### src/rtl/if_fetch_stage.sv
// if_fetch_stage: PC owner, I-mem read handshake and IF/ID register for the 16-bit CPU (rev 1.0).
// Define IF_PERF_CNT_EN to add the perf_fetch_cnt / perf_bubble_cnt counters.
`default_nettype none

module if_fetch_stage #(
  parameter int                   WORD_SIZE = 16,
  parameter logic [WORD_SIZE-1:0] RESET_PC  = 16'h0000,
  parameter logic [WORD_SIZE-1:0] NOP_INSTR = 16'h0000
) (
  input  logic                 clk,
  input  logic                 reset_n,
  input  logic                 pc_hold,
  input  logic                 ifid_hold,
  input  logic                 redirect,
  input  logic [WORD_SIZE-1:0] redirect_pc,
  output logic                 i_readM,
  output logic [WORD_SIZE-1:0] i_address,
  input  logic [WORD_SIZE-1:0] i_data,
  input  logic                 i_mem_ready,
  output logic [WORD_SIZE-1:0] ifid_instr,
  output logic [WORD_SIZE-1:0] ifid_pc,
  output logic [WORD_SIZE-1:0] ifid_pc_next,
  output logic                 ifid_valid,
  output logic [WORD_SIZE-1:0] fetch_pc
`ifdef IF_PERF_CNT_EN
  ,
  output logic [31:0]          perf_fetch_cnt,
  output logic [31:0]          perf_bubble_cnt
`endif
);

  typedef enum logic [1:0] {
    S_REQ  = 2'd0,
    S_BUF  = 2'd1,
    S_DROP = 2'd2
  } state_t;

  localparam logic [WORD_SIZE-1:0] PC_INC = 1;

  state_t               state, nx_state;
  logic [WORD_SIZE-1:0] pc, nx_pc;
  logic [WORD_SIZE-1:0] req_addr, nx_req;
  logic [WORD_SIZE-1:0] buf_instr, nx_buf_instr;
  logic [WORD_SIZE-1:0] buf_pc, nx_buf_pc;
  logic [WORD_SIZE-1:0] nx_instr, nx_ipc, nx_ipc_next;
  logic                 nx_valid;
  logic                 ifid_we;
  logic                 hold;

  // Stalls are normally paired; OR-ing keeps the stage safe if they are not.
  assign hold      = pc_hold | ifid_hold;
  assign i_readM   = (state != S_BUF);
  assign i_address = req_addr;
  assign fetch_pc  = pc;

  always_comb begin
    nx_state     = state;
    nx_pc        = pc;
    nx_req       = req_addr;
    nx_buf_instr = buf_instr;
    nx_buf_pc    = buf_pc;
    nx_instr     = ifid_instr;
    nx_ipc       = ifid_pc;
    nx_ipc_next  = ifid_pc_next;
    nx_valid     = ifid_valid;
    ifid_we      = 1'b0;

    if (redirect) begin
      ifid_we  = 1'b1;
      nx_valid = 1'b0;
      nx_instr = NOP_INSTR;
      nx_pc    = redirect_pc;
      case (state)
        // Memory cannot cancel an unanswered request, so wait it out in S_DROP.
        S_REQ:   if (i_mem_ready) nx_req = redirect_pc;
                 else             nx_state = S_DROP;
        S_DROP:  ;
        default: begin
          nx_state = S_REQ;
          nx_req   = redirect_pc;
        end
      endcase
    end else begin
      case (state)
        S_REQ: begin
          if (i_mem_ready && !hold) begin
            ifid_we     = 1'b1;
            nx_instr    = i_data;
            nx_ipc      = pc;
            nx_ipc_next = pc + PC_INC;
            nx_valid    = 1'b1;
            nx_pc       = pc + PC_INC;
            nx_req      = pc + PC_INC;
          end else if (i_mem_ready) begin
            nx_buf_instr = i_data;
            nx_buf_pc    = pc;
            nx_state     = S_BUF;
          end else if (!hold) begin
            ifid_we  = 1'b1;
            nx_valid = 1'b0;
            nx_instr = NOP_INSTR;
          end
        end
        S_BUF: begin
          if (!hold) begin
            ifid_we     = 1'b1;
            nx_instr    = buf_instr;
            nx_ipc      = buf_pc;
            nx_ipc_next = buf_pc + PC_INC;
            nx_valid    = 1'b1;
            nx_pc       = buf_pc + PC_INC;
            nx_req      = buf_pc + PC_INC;
            nx_state    = S_REQ;
          end
        end
        S_DROP: begin
          if (i_mem_ready) begin
            nx_req   = pc;
            nx_state = S_REQ;
          end
        end
        default: nx_state = S_REQ;
      endcase
    end
  end

  always_ff @(posedge clk or negedge reset_n) begin
    if (!reset_n) begin
      state        <= S_REQ;
      pc           <= RESET_PC;
      req_addr     <= RESET_PC;
      buf_instr    <= '0;
      buf_pc       <= '0;
      ifid_instr   <= NOP_INSTR;
      ifid_pc      <= '0;
      ifid_pc_next <= '0;
      ifid_valid   <= 1'b0;
    end else begin
      state     <= nx_state;
      pc        <= nx_pc;
      req_addr  <= nx_req;
      buf_instr <= nx_buf_instr;
      buf_pc    <= nx_buf_pc;
      if (ifid_we) begin
        ifid_instr   <= nx_instr;
        ifid_pc      <= nx_ipc;
        ifid_pc_next <= nx_ipc_next;
        ifid_valid   <= nx_valid;
      end
    end
  end

`ifdef IF_PERF_CNT_EN
  always_ff @(posedge clk or negedge reset_n) begin
    if (!reset_n) begin
      perf_fetch_cnt  <= '0;
      perf_bubble_cnt <= '0;
    end else if (ifid_we) begin
      if (nx_valid) perf_fetch_cnt  <= perf_fetch_cnt + 32'd1;
      else          perf_bubble_cnt <= perf_bubble_cnt + 32'd1;
    end
  end
`endif

endmodule

`default_nettype wire
### config.mk
export PLATFORM = sky130hd
export DESIGN_NAME = if_fetch_stage
export DESIGN_NICKNAME = d
export VERILOG_FILES = /design/src/rtl/if_fetch_stage.sv
export SDC_FILE = /design/constraint.sdc
export NUM_CORES = 1
export LEC_CHECK = 0
export CAP_MARGIN = 15
export CORE_MARGIN = 2
export CORE_UTILIZATION = 40
export DETAILED_ROUTE_END_ITERATION = 16
export SLEW_MARGIN = 15
export SYNTH_ARGS = -nofsm -noshare
export SYNTH_HDL_FRONTEND = slang
export SYNTH_SLANG_ARGS = --single-unit
### constraint.sdc
create_clock -name clk -period 2.55 [get_ports clk]
set_input_delay 0.51 -clock clk [delete_from_list [all_inputs] [get_ports clk]]
set_output_delay 0.51 -clock clk [all_outputs]
set_load 0.01 [all_outputs]
Word level (Yosys, flattened, before mapping) --
Cells that the tools add are included.
Storage, ports and cells: output and inout bits 82, bits in registers 115, logic and storage cells 78, input port bits 38
Cells by class: equal/unequal tests 15, reductions and logical operators 12, bitwise logic cells 3, add/sub/neg operators 2, muxes and demuxes 37
Operators with widths (count):
- $mux W16 | 13
- $pmux W16 S2 | 4
- $pmux W16 S3 | 1
- $add A16 B1 Y16 const B | 2
- $ne A3 B3 Y1 const B | 6
- $mux W2 | 6
- $reduce_and A6 Y1 | 2
- $reduce_and A5 Y1 | 2
- $mux W1 | 9
- $ne A2 B2 Y1 const B | 4
- $ne A4 B4 Y1 const B | 2
- $pmux W2 S3 | 1
- $pmux W1 S2 | 2
- $pmux W2 S2 | 1
- $reduce_and A4 Y1 | 1
- $reduce_bool A4 Y1 | 1
- $reduce_and A3 Y1 | 1
- $reduce_bool A3 Y1 | 1
- $eq A2 B1 Y1 const B | 1
- $eq A2 B2 Y1 const B | 1
- $logic_not A2 Y1 | 1
- $ne A2 B1 Y1 const B | 1
- $not A1 Y1 | 2
- $reduce_bool A2 Y1 | 1
- 3 further kinds | 3

Depth between registers and ports, before layout --
Gate-level depths: netlist of the first run.
depth after elaboration 7, depth in mapped cells 10, depth with buffers taken out 7

Least setup slack after synthesis of the first run --
OpenSTA, ideal clock, no wires.
path type reg-to-reg, start point register state[1], end point register req_addr[15], in the netlist i_address[15], path buffers 2, setup slack 0.487 ns, library setup time 0.129 ns, data arrival time 1.934 ns, cell stages (with the launch flop) 10, clock period less this slack 2.063 ns, required time 2.421 ns, path through dfrtp_1 inv_1 ha_1 buf_2 clkinv_1 a21oi_1 or4_4 buf_6 a2111oi_4 nor3_1
Between the ends: cells in the longest elaborated chain, start to end 3, elaborated cells between the ends (all ways) 13, classes of those cells 7 x eq/ne; 3 x mux; 3 x reduce/logical
RTL lines:
- from (decl) | line 40 | state_t state, nx_state;
- from (signal assigned) | line 139 | state <= nx_state;
- $eq A2 B1 Y1 (tied with other cells) | line 84 | case (state)
- $ne A3 B3 Y1 (no line) (tied with other cells)
- $reduce_and A6 Y1 (no line) or $mux W16 (tied branches)
- to (signal assigned) | line 141 | req_addr <= nx_req;
- to (decl) | line 42 | logic [WORD_SIZE-1:0] req_addr, nx_req;
Parallel ways exist; a longest one is shown, timed or not. A chain may end at the register's enable or synchronous reset.

Worst setup path after layout of the first run --
start point register state[1], end point output port i_readM
Between the ends: cells in the longest elaborated chain, start to end 1
RTL lines:
- $ne A2 B1 Y1 | line 52 | assign i_readM = (state != S_BUF);
- to (decl) | line 16 | output logic i_readM,
No other way between the ends.

==> results of run 1 <==
[layout make-up]
| class | count | area [um^2] |
|---|---|---|
| Multi-Input combinational cell | 447 | 3013 |
| Clock inverter | 9 | 173.9 |
| Inverter | 12 | 48.80 |
| Timing Repair Buffer | 166 | 1599 |
| Tap cell | 188 | 235.2 |
| Fill cell | 1321 | 6714 |
| Clock buffer | 22 | 484.2 |
| Sequential cell | 115 | 2878 |
[path summary, 6_finish.rpt]
path | slack (ns) | cells after the start | start | end
max | 0.10 | 4 | state[1] | i_readM
min | 0.10 | 1 | reset_n | fetch_pc[10]
max reg2reg | 0.18 | 7 | state[1] | i_address[15]
min reg2reg | 0.47 | 1 | ifid_pc_next[13] | ifid_pc_next[13]
max in group asynchronous | 1.84 | 2 | reset_n | buf_instr[13]
min in group clk | 0.47 | 1 | ifid_pc_next[13] | ifid_pc_next[13]
[timing repair]
action,4_1_cts,5_1_grt
endpoints found under the setup margin,0,1
gates resized for setup,0,1
setup buffers,0,0
[worst reg2reg max path, stage by stage, from the launching register on]
cell and delay [ns]:
dfrtp_1 0.41, inv_1 0.11, ha_2 0.22, buf_4 0.27, nor4_1 0.12, or4_4 0.66
a2111oi_4 0.37, nor3_1 0.08
[flip-flops by register name, summed over array words and instances (netlist names)]
signal        cells
buf_instr        16
buf_pc           16
fetch_pc         16
i_address        16
ifid_instr       16
ifid_pc          16
ifid_pc_next     16
ifid_valid        1
state             2
[routing by layer]
| layer | wire (um) | vias up |
|---|---|---|
| li1 | - | 2529 |
| met1 | 7905 | 2641 |
| met2 | 8843 | 226 |
| met3 | 1264 | 41 |
| met4 | 458 | 0 |
| met5 | 0 | - |
[power by group]
group / total (W) / switching [W] / internal, W
Clock: 0.00267 / 0.000837 / 0.00183
Sequential: 0.00311 / 0.000565 / 0.00254
Combinational: 0.00455 / 0.00234 / 0.00221
Total: 0.0103 / 0.00374 / 0.00658
[cells in the final DEF, fill, tap and decap left out, types with 9 or more instances in the layout]
cell type / netlist / routed
inv_1: 11 / 10
clkdlybuf4s50_1: 0 / 117
a22oi_1: 23 / 23
xnor2_1: 11 / 11
a21oi_1: 17 / 17
dfrtp_1: 115 / 115
nand2_1: 87 / 87
mux2i_1: 22 / 22
mux2_2: 43 / 43
buf_4: 1 / 43
xor2_1: 11 / 11
clkbuf_16: 0 / 17
nor4_1: 10 / 10
nor2_1: 25 / 25
o21ai_0: 62 / 62
nand3_1: 14 / 13
nor3_1: 9 / 9
[metrics by stage]
| step | instances | util (%) | hold slack (ns) | setup WS [ns] | cell area [um^2] |
|---|---|---|---|---|---|
| 2_1_floorplan | 627 | - | 0.2144 | 0.4868 | 6172 |
| 3_3_place_gp | 928 | 51.30 | 0.4625 | 0.05587 | 7770 |
| 3_5_place_dp | 928 | 51.30 | 0.4658 | 0.05358 | 7770 |
| 4_1_cts | 959 | 55.65 | 0.09986 | 0.05197 | 8428 |
| 5_1_grt | 959 | 55.67 | 0.1267 | 0.01583 | 8432 |
| 6_report | 959 | 55.67 | 0.1012 | 0.1043 | 8432 |
[logic make-up (layout without fill, tap and decap cells)]
kind of cell,Yosys count,in the layout
AOI/OAI and AO/OA,168,168
xor gates and xnor gates,22,22
adders and majority gates,5,5
buffers and inverters,65,209
DFF,115,115
muxes,65,65
and+or+nand+nor,187,187
==> flow_summary.toml, run 1 <==
[run_status]
status = "completed"

[logic_synthesis]
netlist_top_cells_count = "115 x dfrtp_1, 87 x nand2_1, 62 x o21ai_0"
synth_area_um2 = 6172
post_synth_and_or_nand_nor_area_fraction_pct = 15.00
post-synth-top-area-cell = "dfrtp_1"
synth_cell_types = 64
yosys_warnings = 0
synth_top_family_by_area = "compound AO/OA/AOI/OAI gates"
postSynth.asyncResetShare_pct = 100.0
postSynth.topFlopCell = "dfrtp_1"
synth_adder_area_share_pct = 1.014
yosys_register_bits = 115
postSynthCellCount = 627
mean_post_synth_cell_area_um2 = 9.844
post_synth_mux_area_share_pct = 11.41
count_leader_synth = "dfrtp_1"
synthDominantCellAreaShare_pct = 46.62
synth-xor-area-share_pct = 3.122
synth-compound-area-share_pct = 18.04
synth_edf_count = 0
synth_area_leaders = "dfrtp_1 47%, mux2_2 7.8%, nand2_1 5.3%, o21ai_0 5.0%, mux2i_1 3.6%"
synth_seq_area_share_pct = 46.62
syn-num-nets = 670

[sta]
clk_skew_ns = 0.007418
finalCriticalPeriod_ns = 2.446
slew_viol_final = 0
setup_tns_ns = 0
maxSlewHeadroom_pct = 22.37
rsz0062_at_grt = "false"
setup_viol_count_final = 0
min_period_over_period_pct = 95.91
final-hold-violation-count = 0
tightestPinTransition_ns = 1.160
max_clock_freq_ghz = 0.4089

[power_and_ir_drop]
total_power_w = 0.01032
max-vdd-ir-drop_v = 0.0005332
cellLeakagePower_nw = 3.472
power_density_nw_per_um2 = 1224

[global_route]
maximum_number_of_pins_on_one_net_before_global_route_repair = 42
number_of_antenna_violations_at_the_first_check_in_global_routing = 0
met1_usage_pct = 29.26
grt_util_met3_pct = 5.968
grt_first_pass_wirelength_um = 29100
top_usage_layer = "met2"
grt_util_met2_pct = 37.61
grt_remaining_overflow = 0
number_of_global_route_vias_before_repair = 5453
grt.total_usage_pct = 23.16

[cts]
ctsHoldBuffers = 0
clk_pin_slew_worst_paths_ns = 0.06
cts_root_buffer = "clkbuf_16"
tritoncts.num_buffers = 17
worst_skew_pair.late_latency_ns = 0.42
cts_tree = "built"
cts.path.max_buffers = 2
clock_tree.htree_level_count = 4
clock-sinks = 115

[setup_path]
timing.critical_path.max_delay_family = "buffers and inverters"
timing.critical_path.cells = "inv_1 > ha_2 > clkinvlp_4 > clkdlybuf4s50_1"
cp_slowest_stage_delay_ns = 0.54
crit_required_ns = 2.04
path_buf_inv = 3
critPathSlowestCell = "clkdlybuf4s50_1"
critical_path_endpoint_category = "output pin"
worst_setup_path_start_kind = "register"
critical_path.max_fanout = 9
worst-endpoint-arrival_ns = 1.94
critical_path_class = "reg -> out"

[detailed_routing]
drt_iter0_markers = 460
route.detailed.vias_per_inst = 5.669
drt-wirelength-per-cell_um = 19.26
detail_route.first_pass.iterations = 6
remaining_drc_errors = 0
wl_um = 18470
via_total_after_detailed_routing = 5437
drtAntennaViolNets = 0

[die]
die_h_um = 128.2
initial_standard_cell_utilization_of_the_core_pct = 40.75
io_pins = 120
floorplan.core_area_um2 = 15150
std_cell_rows = 45
dieWidth_um = 128.2
die-area_um2 = 16440

[flow_run]
maxCapViolCount = 0

[hold_path]
min-delay-path-class = "in -> async"

[placed_design]
place.gp.congestion = 0.9110
port_buffers = 119
hpwl_um = 13170

[layout]
final_layout_size_suffix_gt1_share_pct = 19.71
area_growth_pct = 36.61
design.final.nets = 802
insertedDiodeCount = 0
Power figures use the tool's default switching activity.
==> run 2: changes to the inputs <==
--- a/config.mk
+++ b/config.mk
@@ -5,10 +5,13 @@
 export SDC_FILE = /design/constraint.sdc
 export NUM_CORES = 1
 export LEC_CHECK = 0
-export CAP_MARGIN = 15
+export CAP_MARGIN = 5
+export CELL_PAD_IN_SITES_DETAIL_PLACEMENT = 2
+export CELL_PAD_IN_SITES_GLOBAL_PLACEMENT = 2
 export CORE_MARGIN = 2
-export CORE_UTILIZATION = 40
+export CORE_UTILIZATION = 32
 export DETAILED_ROUTE_END_ITERATION = 16
+export PLACE_DENSITY_LB_ADDON = 0.1
 export SLEW_MARGIN = 15
 export SYNTH_ARGS = -nofsm -noshare
 export SYNTH_HDL_FRONTEND = slang
==> run 2 against run 1 <==
Compared with the run above:
- via count up 1.1%
- first-iteration DRC count down 45%
- final cell count up 6.9%
- global-route usage down 0.10 points
- final area about the same
- worst setup slack better by 0.10 ns
- count of clock-buffer cells in the layout down 5
- sequential power about the same
- hold slack worse by 0.057 ns
- die area up 24%
- clock skew up 0.0052 ns
- largest cell class unchanged
- highest routed layer unchanged
==> flow_summary.toml, run 2 (synthesis results as in run 1) <==
[flow_run]
maxCapViolCount = 0

[detailed_routing]
wl_um = 22110
detail_route.first_pass.iterations = 4
remaining_drc_errors = 0
drt-wirelength-per-cell_um = 21.57
route.detailed.vias_per_inst = 5.364
via_total_after_detailed_routing = 5498
drtAntennaViolNets = 0
drt_iter0_markers = 253

[setup_path]
crit_required_ns = 2.04
timing.critical_path.cells = "inv_1 > ha_2 > inv_1 > clkdlybuf4s50_1"
worst_path_most_repeated_cell = "inv_1"
r2r_start = "state[0]"
reg2reg_depth = 7
cp_slowest_stage_delay_ns = 0.57
r2r-end = "i_address[12]"
worst-endpoint-arrival_ns = 1.83
timing.critical_path.max_delay_family = "buffers and inverters"
path_buf_inv = 3
critPathSlowestCell = "clkdlybuf4s50_1"
worst_r2r_setup_slack_ns = 0.22
critical_path.max_fanout = 5
worst_setup_path_start_kind = "register"
critical_path_endpoint_category = "output pin"
critical_path_class = "reg -> out"

[sta]
finalCriticalPeriod_ns = 2.343
final-hold-violation-count = 0
rsz0062_at_grt = "false"
setup_viol_count_final = 0
clk_skew_ns = 0.01264
tightestPinTransition_ns = 0.7423
maxSlewHeadroom_pct = 50.46
slew_viol_final = 0
max_clock_freq_ghz = 0.4267
min_period_over_period_pct = 91.90

[global_route]
grt_first_pass_wirelength_um = 35690
grt_remaining_overflow = 0
number_of_global_route_vias_before_repair = 6216
number_of_antenna_violations_at_the_first_check_in_global_routing = 0
maximum_number_of_pins_on_one_net_before_global_route_repair = 50
grt.total_usage_pct = 23.06

[die]
io_pins = 120
die_h_um = 142.9
std_cell_rows = 50
dieWidth_um = 142.9
die-area_um2 = 20410
initial_standard_cell_utilization_of_the_core_pct = 32.78
floorplan.core_area_um2 = 18830

[cts]
cts_tree = "built"
clock-sinks = 115
worst_skew_pair.late_latency_ns = 0.43
clock_tree.htree_level_count = 4
clk_pin_slew_worst_paths_ns = 0.06
cts_root_buffer = "clkbuf_16"
cts.path.max_buffers = 2
tritoncts.num_buffers = 17

[placed_design]
hpwl_um = 15980
dp_cells = 993
place.gp.congestion = 0.8405
port_buffers = 119

[power_and_ir_drop]
total_power_w = 0.01031
max-vdd-ir-drop_v = 0.0004921
power_density_nw_per_um2 = 1224
cellLeakagePower_nw = 3.412

[run_status]
status = "completed"

[layout]
design.final.nets = 795
area_growth_pct = 36.55
insertedDiodeCount = 0
finish.cell_count_without_fillers = 1025
layout.cells.most_common = "clkdlybuf4s50_1"
most-common-layout-cells = "117 x clkdlybuf4s50_1, 115 x dfrtp_1, 86 x nand2_1, 62 x o21ai_0, 43 x mux2_2"
final_layout_size_suffix_gt1_share_pct = 19.35
fill_cells = 1959

[hold_path]
min-delay-path-class = "in -> async"
==> run 2: power by group <==
| group | switching [W] | leakage [nW] | total, W | internal, W |
|---|---|---|---|---|
| Clock | 0.000988 | 0.300 | 0.00255 | 0.00156 |
| Sequential | 0.000602 | 1.42 | 0.00314 | 0.00254 |
| Combinational | 0.00246 | 1.69 | 0.00462 | 0.00216 |
==> run 2: metrics by stage <==
stage	cell area, um^2	worst slack, ns	utilization, %	hold slack (ns)	setup TNS, ns
floorplan	6172	0.4868	-	0.2144	0
global placement	7807	0.04444	41.46	0.4606	0
detailed placement	7807	-0.05384	41.46	0.4730	-0.2566
CTS	8423	0.01094	44.73	0.04720	0
global route	8428	0.03559	44.76	0.07064	0
finish	8428	0.2066	44.76	0.04400	0
==> run 2: final cells by class <==
type                       instances  area, um^2  area share, %
tap                              260       325.3          3.860
clock buffer                      17       425.4          5.048
clock inverter                    15       190.2          2.257
sequential                       115        2878          34.14
multi-input combinational        447        3018          35.81
inverter                          12       45.04         0.5344
timing repair buffer             159        1546          18.35
==> run 2: worst max-delay path by stage <==
| stage | endpoint | startpoint | cells after the start | slack [ns] |
|---|---|---|---|---|
| 6_report | i_readM | state[1] | 4 | 0.21 |
| 4_1_cts | ifid_instr[10] | state[0] | 7 | 0.01 |
| 3_5_place_dp | ifid_instr[9] | pc_hold | 6 | -0.05 |
| 2_1_floorplan | i_address[15] | state[1] | 9 | 0.49 |
| 5_1_grt | i_address[8] | state[0] | 8 | 0.04 |
| 3_3_place_gp | i_address[15] | i_mem_ready | 6 | 0.04 |
==> run 2: repair_timing <==
item                                    4_1_cts  5_1_grt
gates resized for setup                       0        1
endpoints found under the setup margin        0        9
hold buffers                                  0        0
buffers inserted                              0        0
==> run 2: per-layer routing <==
metal | GRT usage, % | wire, um | part of all wire [%] | up-vias
met1 | 28.16 | 9441 | 43 | 2826
met5 | 0 | 0 | 0 | -
met4 | 9.015 | 647 | 2.9 | 0
li1 | - | - | - | 2518
met3 | 3.789 | 714 | 3.2 | 34
met2 | 40.66 | 11310 | 51 | 120
